### config.mk
export PLATFORM = sky130hd
export DESIGN_NAME = quad_decoder_flat
export DESIGN_NICKNAME = d
export VERILOG_FILES = /design/src/rtl/quad_decoder_if.sv /design/src/rtl/quad_decoder.sv /design/src/flat_wrapper.sv
export SDC_FILE = /design/constraint.sdc
export NUM_CORES = 1
export LEC_CHECK = 0
export BUFFER_PORTS_ARGS = -buffer_cell sky130_fd_sc_hd__buf_2
export CORE_MARGIN = 3
export CORE_UTILIZATION = 55
export CTS_CLUSTER_DIAMETER = 60
export DETAILED_ROUTE_END_ITERATION = 8
export PLACE_DENSITY = 0.74
export SLEW_MARGIN = 10
export SYNTH_ARGS = -nofsm -noshare
export SYNTH_HDL_FRONTEND = slang
export SYNTH_SLANG_ARGS = --single-unit
export TNS_END_PERCENT = 50
### constraint.sdc
create_clock -name clk -period 1.8 [get_ports clk]
set_input_delay 0.18 -clock clk [delete_from_list [all_inputs] [get_ports clk]]
set_output_delay 0.18 -clock clk [all_outputs]
set_load 0.005 [all_outputs]
### src/rtl/quad_decoder_if.sv
// quad_decoder_if: encoder inputs and decoded outputs of quad_decoder.
// QDEC_ERR_CNT_EN adds the err_cnt signal.
interface quad_decoder_if;
  logic a_in;
  logic b_in;
  logic step;
  logic updown;
  logic err;
  logic [1:0] ab_state;
`ifdef QDEC_ERR_CNT_EN
  logic [7:0] err_cnt;
  modport master (input a_in, b_in, output step, updown, err, ab_state, err_cnt);
  modport slave (output a_in, b_in, input step, updown, err, ab_state, err_cnt);
`else
  modport master (input a_in, b_in, output step, updown, err, ab_state);
  modport slave (output a_in, b_in, input step, updown, err, ab_state);
`endif
endinterface

### src/rtl/quad_decoder.sv
// quad_decoder: synchronise, glitch-filter and x4-decode quadrature A/B into step/updown/err.
// QDEC_ERR_CNT_EN adds a saturating 8-bit illegal-transition counter on err_cnt.
module quad_decoder #(
  parameter int FILT_LEN = 4
) (
  input logic clk,
  input logic rst,
  quad_decoder_if.master bus
);
  typedef enum logic {SETTLE, RUN} state_t;
  localparam logic [3:0] filt_last = 4'(FILT_LEN - 1);
  localparam logic [4:0] settle_last = 5'(FILT_LEN + 1);
  state_t state, state_nxt;
  logic [4:0] scnt, scnt_nxt;
  logic [1:0] sync1, sync2, filt, filt_nxt, ab_d;
  logic [3:0] fcnt [2];
  logic [3:0] fcnt_nxt [2];
  logic [1:0] idx_new, idx_old, diff;
  logic step_nxt, err_nxt, updown_nxt;
  logic step_r, err_r, updown_r;
  always_ff @(posedge clk) begin
    if (rst) begin
      state <= SETTLE;
      scnt <= '0;
    end else begin
      state <= state_nxt;
      scnt <= scnt_nxt;
    end
  end
  always_comb begin
    state_nxt = (state == SETTLE && scnt == settle_last) ? RUN : state;
    scnt_nxt = (state == SETTLE) ? scnt + 5'd1 : scnt;
  end
  // Bits 1/0 are channels A/B; settle copies the synchronised level straight through.
  always_comb begin
    filt_nxt = filt;
    fcnt_nxt = fcnt;
    for (int i = 0; i < 2; i++) begin
      fcnt_nxt[i] = (state == SETTLE || sync2[i] == filt[i] || fcnt[i] == filt_last) ? 4'd0 : fcnt[i] + 4'd1;
      filt_nxt[i] = (state == SETTLE || (sync2[i] != filt[i] && fcnt[i] == filt_last)) ? sync2[i] : filt[i];
    end
  end
  // Map Gray {A,B} onto a 0..3 up-count position; position delta gives the event.
  always_comb begin
    idx_new = {filt[0], filt[1] ^ filt[0]};
    idx_old = {ab_d[0], ab_d[1] ^ ab_d[0]};
    diff = idx_new - idx_old;
    step_nxt = state == RUN && diff[0];
    err_nxt = state == RUN && diff == 2'd2;
    updown_nxt = step_nxt ? diff == 2'd1 : updown_r;
  end
  always_ff @(posedge clk) begin
    if (rst) begin
      sync1 <= '0;
      sync2 <= '0;
      filt <= '0;
      ab_d <= '0;
      fcnt <= '{default: '0};
      step_r <= 1'b0;
      err_r <= 1'b0;
      updown_r <= 1'b1;
    end else begin
      sync1 <= {bus.a_in, bus.b_in};
      sync2 <= sync1;
      filt <= filt_nxt;
      ab_d <= (state == SETTLE) ? sync2 : filt;
      fcnt <= fcnt_nxt;
      step_r <= step_nxt;
      err_r <= err_nxt;
      updown_r <= updown_nxt;
    end
  end
  assign bus.step = step_r;
  assign bus.err = err_r;
  assign bus.updown = updown_r;
  assign bus.ab_state = filt;
`ifdef QDEC_ERR_CNT_EN
  logic [7:0] err_cnt;
  always_ff @(posedge clk) begin
    if (rst) err_cnt <= '0;
    else if (err_r && err_cnt != 8'hff) err_cnt <= err_cnt + 8'd1;
  end
  assign bus.err_cnt = err_cnt;
`endif
endmodule

### src/flat_wrapper.sv
// flat-port wrapper written by rule: the top's interface ports become plain ports
module quad_decoder_flat 
#(
  parameter int FILT_LEN = 4
)
  (clk, rst, bus_a_in, bus_b_in, bus_step, bus_updown, bus_err, bus_ab_state);
  quad_decoder_if bus_i ();
  input logic clk;
  input logic rst;
  input wire logic [$bits(bus_i.a_in)-1:0] bus_a_in;
  input wire logic [$bits(bus_i.b_in)-1:0] bus_b_in;
  output wire logic [$bits(bus_i.step)-1:0] bus_step;
  output wire logic [$bits(bus_i.updown)-1:0] bus_updown;
  output wire logic [$bits(bus_i.err)-1:0] bus_err;
  output wire logic [$bits(bus_i.ab_state)-1:0] bus_ab_state;
  assign bus_i.a_in = bus_a_in;
  assign bus_i.b_in = bus_b_in;
  assign bus_step = bus_i.step;
  assign bus_updown = bus_i.updown;
  assign bus_err = bus_i.err;
  assign bus_ab_state = bus_i.ab_state;
  quad_decoder #(.FILT_LEN(FILT_LEN)) u_core (.clk(clk), .rst(rst), .bus(bus_i));
endmodule
# Word level (Yosys, flattened, before mapping)
# Cells that the tools add are included.
[totals]
reg_bits = 25
out_inout_bits = 5
[classes]
n_addsub = 4
n_eq_ne = 9
mux = 1
n_bitwise = 3
reduce_logical = 13
[ops]
columns = ["op", "count"]
rows = [
  ["adder 4 x 1 -> 4 bit, second input constant", 2],
  ["equality test 4 x 2 -> 1 bit, second input constant", 2],
  ["logical OR 1 bit", 6],
  ["adder 5 x 1 -> 5 bit, second input constant", 1],
  ["equality test 5 x 3 -> 1 bit, second input constant", 1],
  ["logical AND 1 bit", 5],
  ["OR reduction 2 bit", 2],
  ["equality test 1 bit", 2],
  ["equality test 2 x 1 -> 1 bit, second input constant", 1],
  ["equality test 2 bit, second input constant", 1],
  ["two-way mux 2 bit", 1],
  ["inequality test 1 bit", 2],
  ["subtractor 2 bit", 1],
  ["bitwise XOR 1 bit", 2],
  ["inverter 1 bit", 1],
]

# Logic depth before layout (Yosys ltp)
# Gate-level depths: netlist (run 1).
[depth]
ltp_word = 4
mapped_depth = 6
mapped_depth_nobuf = 5

# Least setup slack after synthesis (run 1)
# No wires, ideal clock.
[synth_timing]
path_kind = "register to register"
start = "reg u_core.filt[0] (netlist: u_core.bus.ab_state[0])"
end = "reg u_core.updown_r (netlist: u_core.bus.updown)"
setup_ns = 0.129
arrival_time_ns = 1.344
required_ns = 1.671
slack_ns = 0.326
path_stages_with_launch = 7
path_buffers = 1
path_cell_list = "dfxtp_1 > buf_4 > xnor2_1 > ha_1 > nand2b_1 > nor4_2 > a221oi_2"
[synth_via]
elab_chain_len = 3
word_cells_on_any_way = 4
cone_classes = "add/sub (1); eq/ne (1); bitwise (1); reduce/logical (1)"
[synth_lines]
columns = ["item", "line", "source"]
rows = [
  ["start: declaration", "quad_decoder.sv:15", "logic [1:0] sync1, sync2, filt, filt_nxt, ab_d;"],
  ["start signal: assignment", "quad_decoder.sv:65", "filt <= filt_nxt;"],
  ["bitwise XOR 1 bit", "quad_decoder.sv:45", "idx_new = {filt[0], filt[1] ^ filt[0]};"],
  ["subtractor 2 bit (*)", "quad_decoder.sv:47", "diff = idx_new - idx_old;"],
  ["equality test 2 x 1 -> 1 bit / logical AND 1 bit (equally long branches)", "quad_decoder.sv:50, quad_decoder.sv:48", ""],
  ["end signal: assignment", "quad_decoder.sv:70", "updown_r <= updown_nxt;"],
  ["end: declaration", "quad_decoder.sv:20", "logic step_r, err_r, updown_r;"],
]
# Mark *: on every way between the ends. The rest lies on a longest branch, timed or not.
# A chain may end at the register's enable or synchronous reset.

# Final worst setup path (run 1)
[layout_timing]
start = "reg u_core.filt[1] (netlist: u_core.bus.ab_state[1])"
end = "reg u_core.updown_r (netlist: u_core.bus.updown)"
[layout_via]
elab_chain_len = 3
word_cells_on_any_way = 4
cone_classes = "add/sub (1); eq/ne (1); bitwise (1); reduce/logical (1)"
[layout_lines]
columns = ["item", "line"]
rows = [
  ["bitwise XOR 1 bit (*)", "quad_decoder.sv:45"],
  ["subtractor 2 bit (*)", "quad_decoder.sv:47"],
  ["equality test 2 x 1 -> 1 bit / logical AND 1 bit (equally long branches)", "quad_decoder.sv:50, quad_decoder.sv:48"],
]
# Marked as above.

==> flow_summary.yaml, run 1 <==
outcome:
  outcome: "complete, no violations"
floorplanning:
  rows: 15
  die_h_um: 50.0
  design.die.area_sq_um: 2500
  start_util_pct: 59.8
  core_area_sq_um: 1780
  ios: 9
  dieWidth_um: 50.0
timing:
  slew_viol_final: 0
  setup_viol: 0
  tightest_slew_ns: 0.459
  relSlewSlack_pct: 69.3
  setup_tns_ns: 0
  achievable-frequency_ghz: 0.668
  fin_crit_ns: 1.50
  finalHoldViolCount: 0
  fin_crit_sh_pct: 83.2
  skew_ns: 0.00166
  rsz0062_at_grt: "false"
  hold_ws_ns: 0.0736
logic_synthesis:
  netlist_instances: 100
  synthAdderAreaFrac_pct: 5.87
  yosysUniqueCellTypes: 31
  yosys_register_bits: 25
  synth_compound_area_share_pct: 4.69
  synth.avg_cell_area_sq_um: 10.7
  synth_warnings: 0
  yosysSeqAreaShare_pct: 46.9
  synth_area_sq_um: 1070
  synth.area.mux_share_pct: 2.93
  synthesis.nets: 109
  synth_top_family_by_area: "simple AND/OR/NAND/NOR gates"
  synth_xor_area_share_pct: 9.74
  synthSimpleGateAreaFrac_pct: 26.1
clock_network:
  cts_hold_buf: 0
  root_buffer: "clkbuf_4"
  cts_sinks: 25
  cts_setup_buffers: 0
  clkSlewWorstSetupHoldPaths_ns: 0.12
  cts-resized-gates: 0
  cts_max_path_buffers: 2
  cts_tree: "built"
  htree_levels: 1
  cts_made_buffers: 3
  clk_latency_ns: 0.31
critical_path:
  cp_slowest_stage_delay_ns: 0.43
  endpoint_kind: "flop"
  start_kind: "flop"
  path_buf_inv: 0
  slowest_stage: "dfxtp_1"
  path_max_fanout: 5
  crit_required_ns: 2.00
  worst_ep_arrival_time_ns: 1.70
  worstSetupPathType: "flop to flop"
  cp_cell_sequence: "xnor2_1, ha_1, nand2b_1, nor4_2, a221oi_2"
  path_delay_family: "simple AND/OR/NAND/NOR gates"
power_and_ir_drop:
  power_switching_uw: 197
  seq_power_share_pct: 66.5
  p_clk_share_pct: 27.2
  p_total_uw: 880
  internal-power_uw: 683
  power_frac_comb_pct: 6.4
  p_leak_nw: 0.448
  p_per_area_nw_per_um2: 770
  sw_frac_of_total_pct: 22.4
  vdd_drop_max_uv: 676
global_routing:
  grt_start_max_net_pins: 20
  antenna_found_initial: 0
  overflow: 0
  grt_pass1_vias: 701
  grt_pass1_wl_um: 2900
  track_usage_pct: 15.1
finish:
  drive_gt1_share_pct: 21.1
  n_fill_cell: 142
  instances_no_fill: 134
  post-route-util_pct: 64.1
  diodes: 0
  final_common_cell: "dfxtp_1"
  final_nets: 119
  final_cell_mix: "dfxtp_1, nor2_1, xor2_1, buf_2"
  area_growth_pct: 7.16
placed_design:
  dp_hpwl_um: 1110
  portBuffers: 8
  gp_congestion: 0.767
  dp.cells: 130
drt:
  vias_per_cell: 5.04
  drt_iter0_markers: 4
  remaining_drc_errors: 0
  vias: 676
  drt-total-wl_um: 1480
  first_pass_iters: 4
  wire_per_inst_um: 11.0
  drtAntennaViolNets: 0
hold_path:
  hp-class: "input port to flop"
run:
  max-cap-violations: 0
## flip-flops by register name, indices dropped and copies added (netlist names)
| name | cells |
|---|---|
| u_core.ab_d | 2 |
| u_core.bus.ab_state | 2 |
| u_core.bus.err | 1 |
| u_core.bus.step | 1 |
| u_core.bus.updown | 1 |
| u_core.fcnt | 8 |
| u_core.scnt | 5 |
| u_core.state | 1 |
| u_core.sync1 | 2 |
| u_core.sync2 | 2 |
## cells by family (layout without fill, tap and decap cells)
group,Yosys count,in the layout
mux,3,3
xor+xnor,11,11
compound gates,8,8
fa+ha+maj,5,5
simple gates,41,41
buf+inv,7,16
flops,25,25
## worst reg2reg max path, stage by stage, from the launching register on
cell and delay, ns:
dfxtp_1 0.43, xnor2_1 0.16, ha_1 0.28, nand2b_1 0.21, nor4_2 0.27, a221oi_2 0.05
## layer usage
metal  part of all wire [%]  track usage [%]  vias up  routed length (um)
li1                       -                -      351                   -
met1                     44             16.2      310                 651
met2                     50             28.0       13                 743
met3                    4.9             5.44        2                  72
met4                   0.68             2.76        0                  10
met5                      0                0        -                   0
## cell type report
type / count / area [sq um] / area share (%)
Sequential cell: 25 / 500 / 43.8
Tap cell: 25 / 31.3 / 2.74
Timing Repair Buffer: 9 / 47.5 / 4.16
Inverter: 3 / 11.3 / 0.986
Multi-Input combinational cell: 68 / 526 / 46.0
Clock buffer: 4 / 26.3 / 2.30
## cell usage after synthesis, drive strengths merged
cell type	instances	area (sq um)
nand4b	2	17.5
xnor2	2	17.5
nand3b	3	22.5
mux2i	2	20.0
buf	4	28.8
nand3	2	10.0
nand4bb	1	11.3
xor2	9	86.3
and2b	1	7.51
dfxtp	25	500
nor2	12	45.0
nor3	4	30.0
and3	1	6.26
a221oi	1	15.0
nor3b	4	56.3
o21ai	2	10.0
or2b	1	7.51
nand2b	1	6.26
ha	5	62.6
nand2	3	11.3
nor4	1	12.5
inv	3	11.3
mux2	1	11.3
a21oi	5	25.0
nor2b	5	33.8
## worst paths after layout
path / start / endpoint / slack, ns / cells after the start
worst max-delay path: u_core.bus.ab_state[1] / u_core.bus.updown / 0.30 / 5
worst min register to register: u_core.sync1[1] / u_core.sync2[1] / 0.46 / 1
worst max register to register: u_core.bus.ab_state[1] / u_core.bus.updown / 0.30 / 5
worst min-delay path: bus_b_in / u_core.sync1[0] / 0.07 / 2
## power by group through the flow
| stage | logic, mW | clock network, mW | registers, mW |
|---|---|---|---|
| 2_1_floorplan | 0.0494 | 0 | 0.593 |
| 3_3_place_gp | 0.0548 | 0 | 0.596 |
| 3_5_place_dp | 0.0568 | 0 | 0.597 |
| 4_1_cts | 0.0573 | 0.251 | 0.585 |
| 5_1_grt | 0.0669 | 0.263 | 0.588 |
| 6_report | 0.0562 | 0.239 | 0.585 |
## through the flow
step                      setup WS [ns]  area [sq um]
after floorplan                   0.326          1070
after global placement            0.376          1120
after detailed placement          0.324          1120
after CTS                         0.287          1140
after global routing              0.171          1140
final                             0.302          1140
Note: power is estimated with default switching activity, not from simulation.
==> run 2: changes to the inputs <==
Clock period 1.8 ns to 1.5 ns, I/O delays scaled along.
==> flow_summary.yaml, run 2 (same netlist as run 1, synthesis figures left out) <==
outcome:
  outcome: "complete, no violations"
drt:
  drtAntennaViolNets: 0
  wire_per_inst_um: 11.0
  first_pass_iters: 3
  remaining_drc_errors: 0
  vias: 693
  vias_per_cell: 5.06
  drt_iter0_markers: 2
  drt-total-wl_um: 1510
floorplanning:
  ios: 9
  die_h_um: 50.0
  rows: 15
  dieWidth_um: 50.0
  design.die.area_sq_um: 2500
  core_area_sq_um: 1780
  start_util_pct: 59.8
global_routing:
  grt_pass1_wl_um: 2750
  grt_pass1_vias: 643
  grt_start_max_net_pins: 20
  overflow: 0
  track_usage_pct: 14.8
  antenna_found_initial: 0
placed_design:
  dp_hpwl_um: 1100
  portBuffers: 8
  gp_congestion: 0.691
  pre_cts_ws_ns: 0.106
power_and_ir_drop:
  vdd_drop_max_uv: 722
  p_per_area_nw_per_um2: 912
  p_leak_nw: 0.472
timing:
  layout_setup_ws_ns: 0.114
  setup_tns_ns: 0
  relSlewSlack_pct: 74.7
  tightest_slew_ns: 0.379
  achievable-frequency_ghz: 0.722
  rsz0062_at_grt: "false"
  hold_ws_ns: 0.0404
  fin_crit_ns: 1.39
  finalHoldViolCount: 0
  fin_crit_sh_pct: 92.4
  skew_ns: 0.00153
  setup_viol: 0
  slew_viol_final: 0
critical_path:
  r2r-end: "u_core.bus.updown"
  reg2reg_slack_ns: 0.11
  reg2reg_from: "u_core.ab_d[1]"
  worstRegToRegCells: 5
  worst_ep_arrival_time_ns: 1.60
  worstSetupPathType: "flop to flop"
  crit_required_ns: 1.71
  start_kind: "flop"
  endpoint_kind: "flop"
  path_max_fanout: 3
hold_path:
  hold_path_end: "u_core.sync1[0]"
  hp-class: "input port to flop"
  hold_depth: 2
  min_from: "bus_b_in"
clock_network:
  cts_hold_buf: 0
  root_buffer: "clkbuf_4"
  cts_max_path_buffers: 2
  cts_setup_buffers: 0
  clkSlewWorstSetupHoldPaths_ns: 0.12
  cts-resized-gates: 0
  clk_latency_ns: 0.31
  cts_tree: "built"
  htree_levels: 1
  cts_made_buffers: 3
  cts_sinks: 25
finish:
  drive_gt1_share_pct: 24.1
  final_common_cell: "dfxtp_1"
  area_growth_pct: 9.98
  final_nets: 122
  largest_reg_flops: 8
  final_cell_mix: "dfxtp_1, nor2_1, xor2_1, buf_2"
  n_fill_cell: 141
  post-route-util_pct: 65.8
  biggestRegsByFlops: "u_core.fcnt x8, u_core.scnt x5"
  regMostFlops: "u_core.fcnt"
  diodes: 0
run:
  max-cap-violations: 0
-- run 2: how the worst max path moves through the flow --
stage | startpoint | to | slack (ns)
floorplan | u_core.bus.ab_state[0] | u_core.bus.updown | 0.03
global placement | u_core.bus.ab_state[0] | u_core.bus.updown | 0.15
detailed placement | u_core.ab_d[0] | u_core.bus.updown | 0.11
CTS | u_core.bus.ab_state[0] | u_core.bus.updown | 0.08
global route | u_core.bus.ab_state[1] | u_core.bus.updown | 0.01
finish | u_core.ab_d[1] | u_core.bus.updown | 0.11
-- run 2: cell type report --
class | instances | area, sq um | area share, %
clock buffer | 4 | 26.3 | 2.24
sequential | 25 | 500 | 42.7
timing repair buffer | 12 | 70.1 | 5.98
multi-input combinational | 68 | 533 | 45.5
inverter | 3 | 11.3 | 0.961
tap | 25 | 31.3 | 2.67
-- run 2: report_power, final --
part	leakage [nW]	internal (mW)	switching [mW]	total, mW
clock	0.0150	0.104	0.189	0.293
combinational	0.254	0.0380	0.0378	0.0758
sequential	0.203	0.683	0.0172	0.700
-- run 2: worst max-delay path, cell delays in order (launching register included) --
cell	delay, ns
dfxtp_1	0.33
xor2_1	0.16
ha_1	0.30
nand2b_4	0.16
nor4_2	0.28
a221oi_2	0.05
-- run 2: stage by stage --
stage,power (mW),instance area [sq um],cells
final,1.07,1170,137
after global routing,1.12,1170,137
after CTS,1.08,1160,137
after detailed placement,0.789,1140,133
after global placement,0.785,1140,133
after floorplan,0.771,1070,100
-- run 2: routing by layer --
metal | wire length, um | GRT usage, %
met2 | 669 | 22.2
met4 | 41 | 9.68
met1 | 749 | 18.5
met5 | 0 | 0
met3 | 46 | 3.63
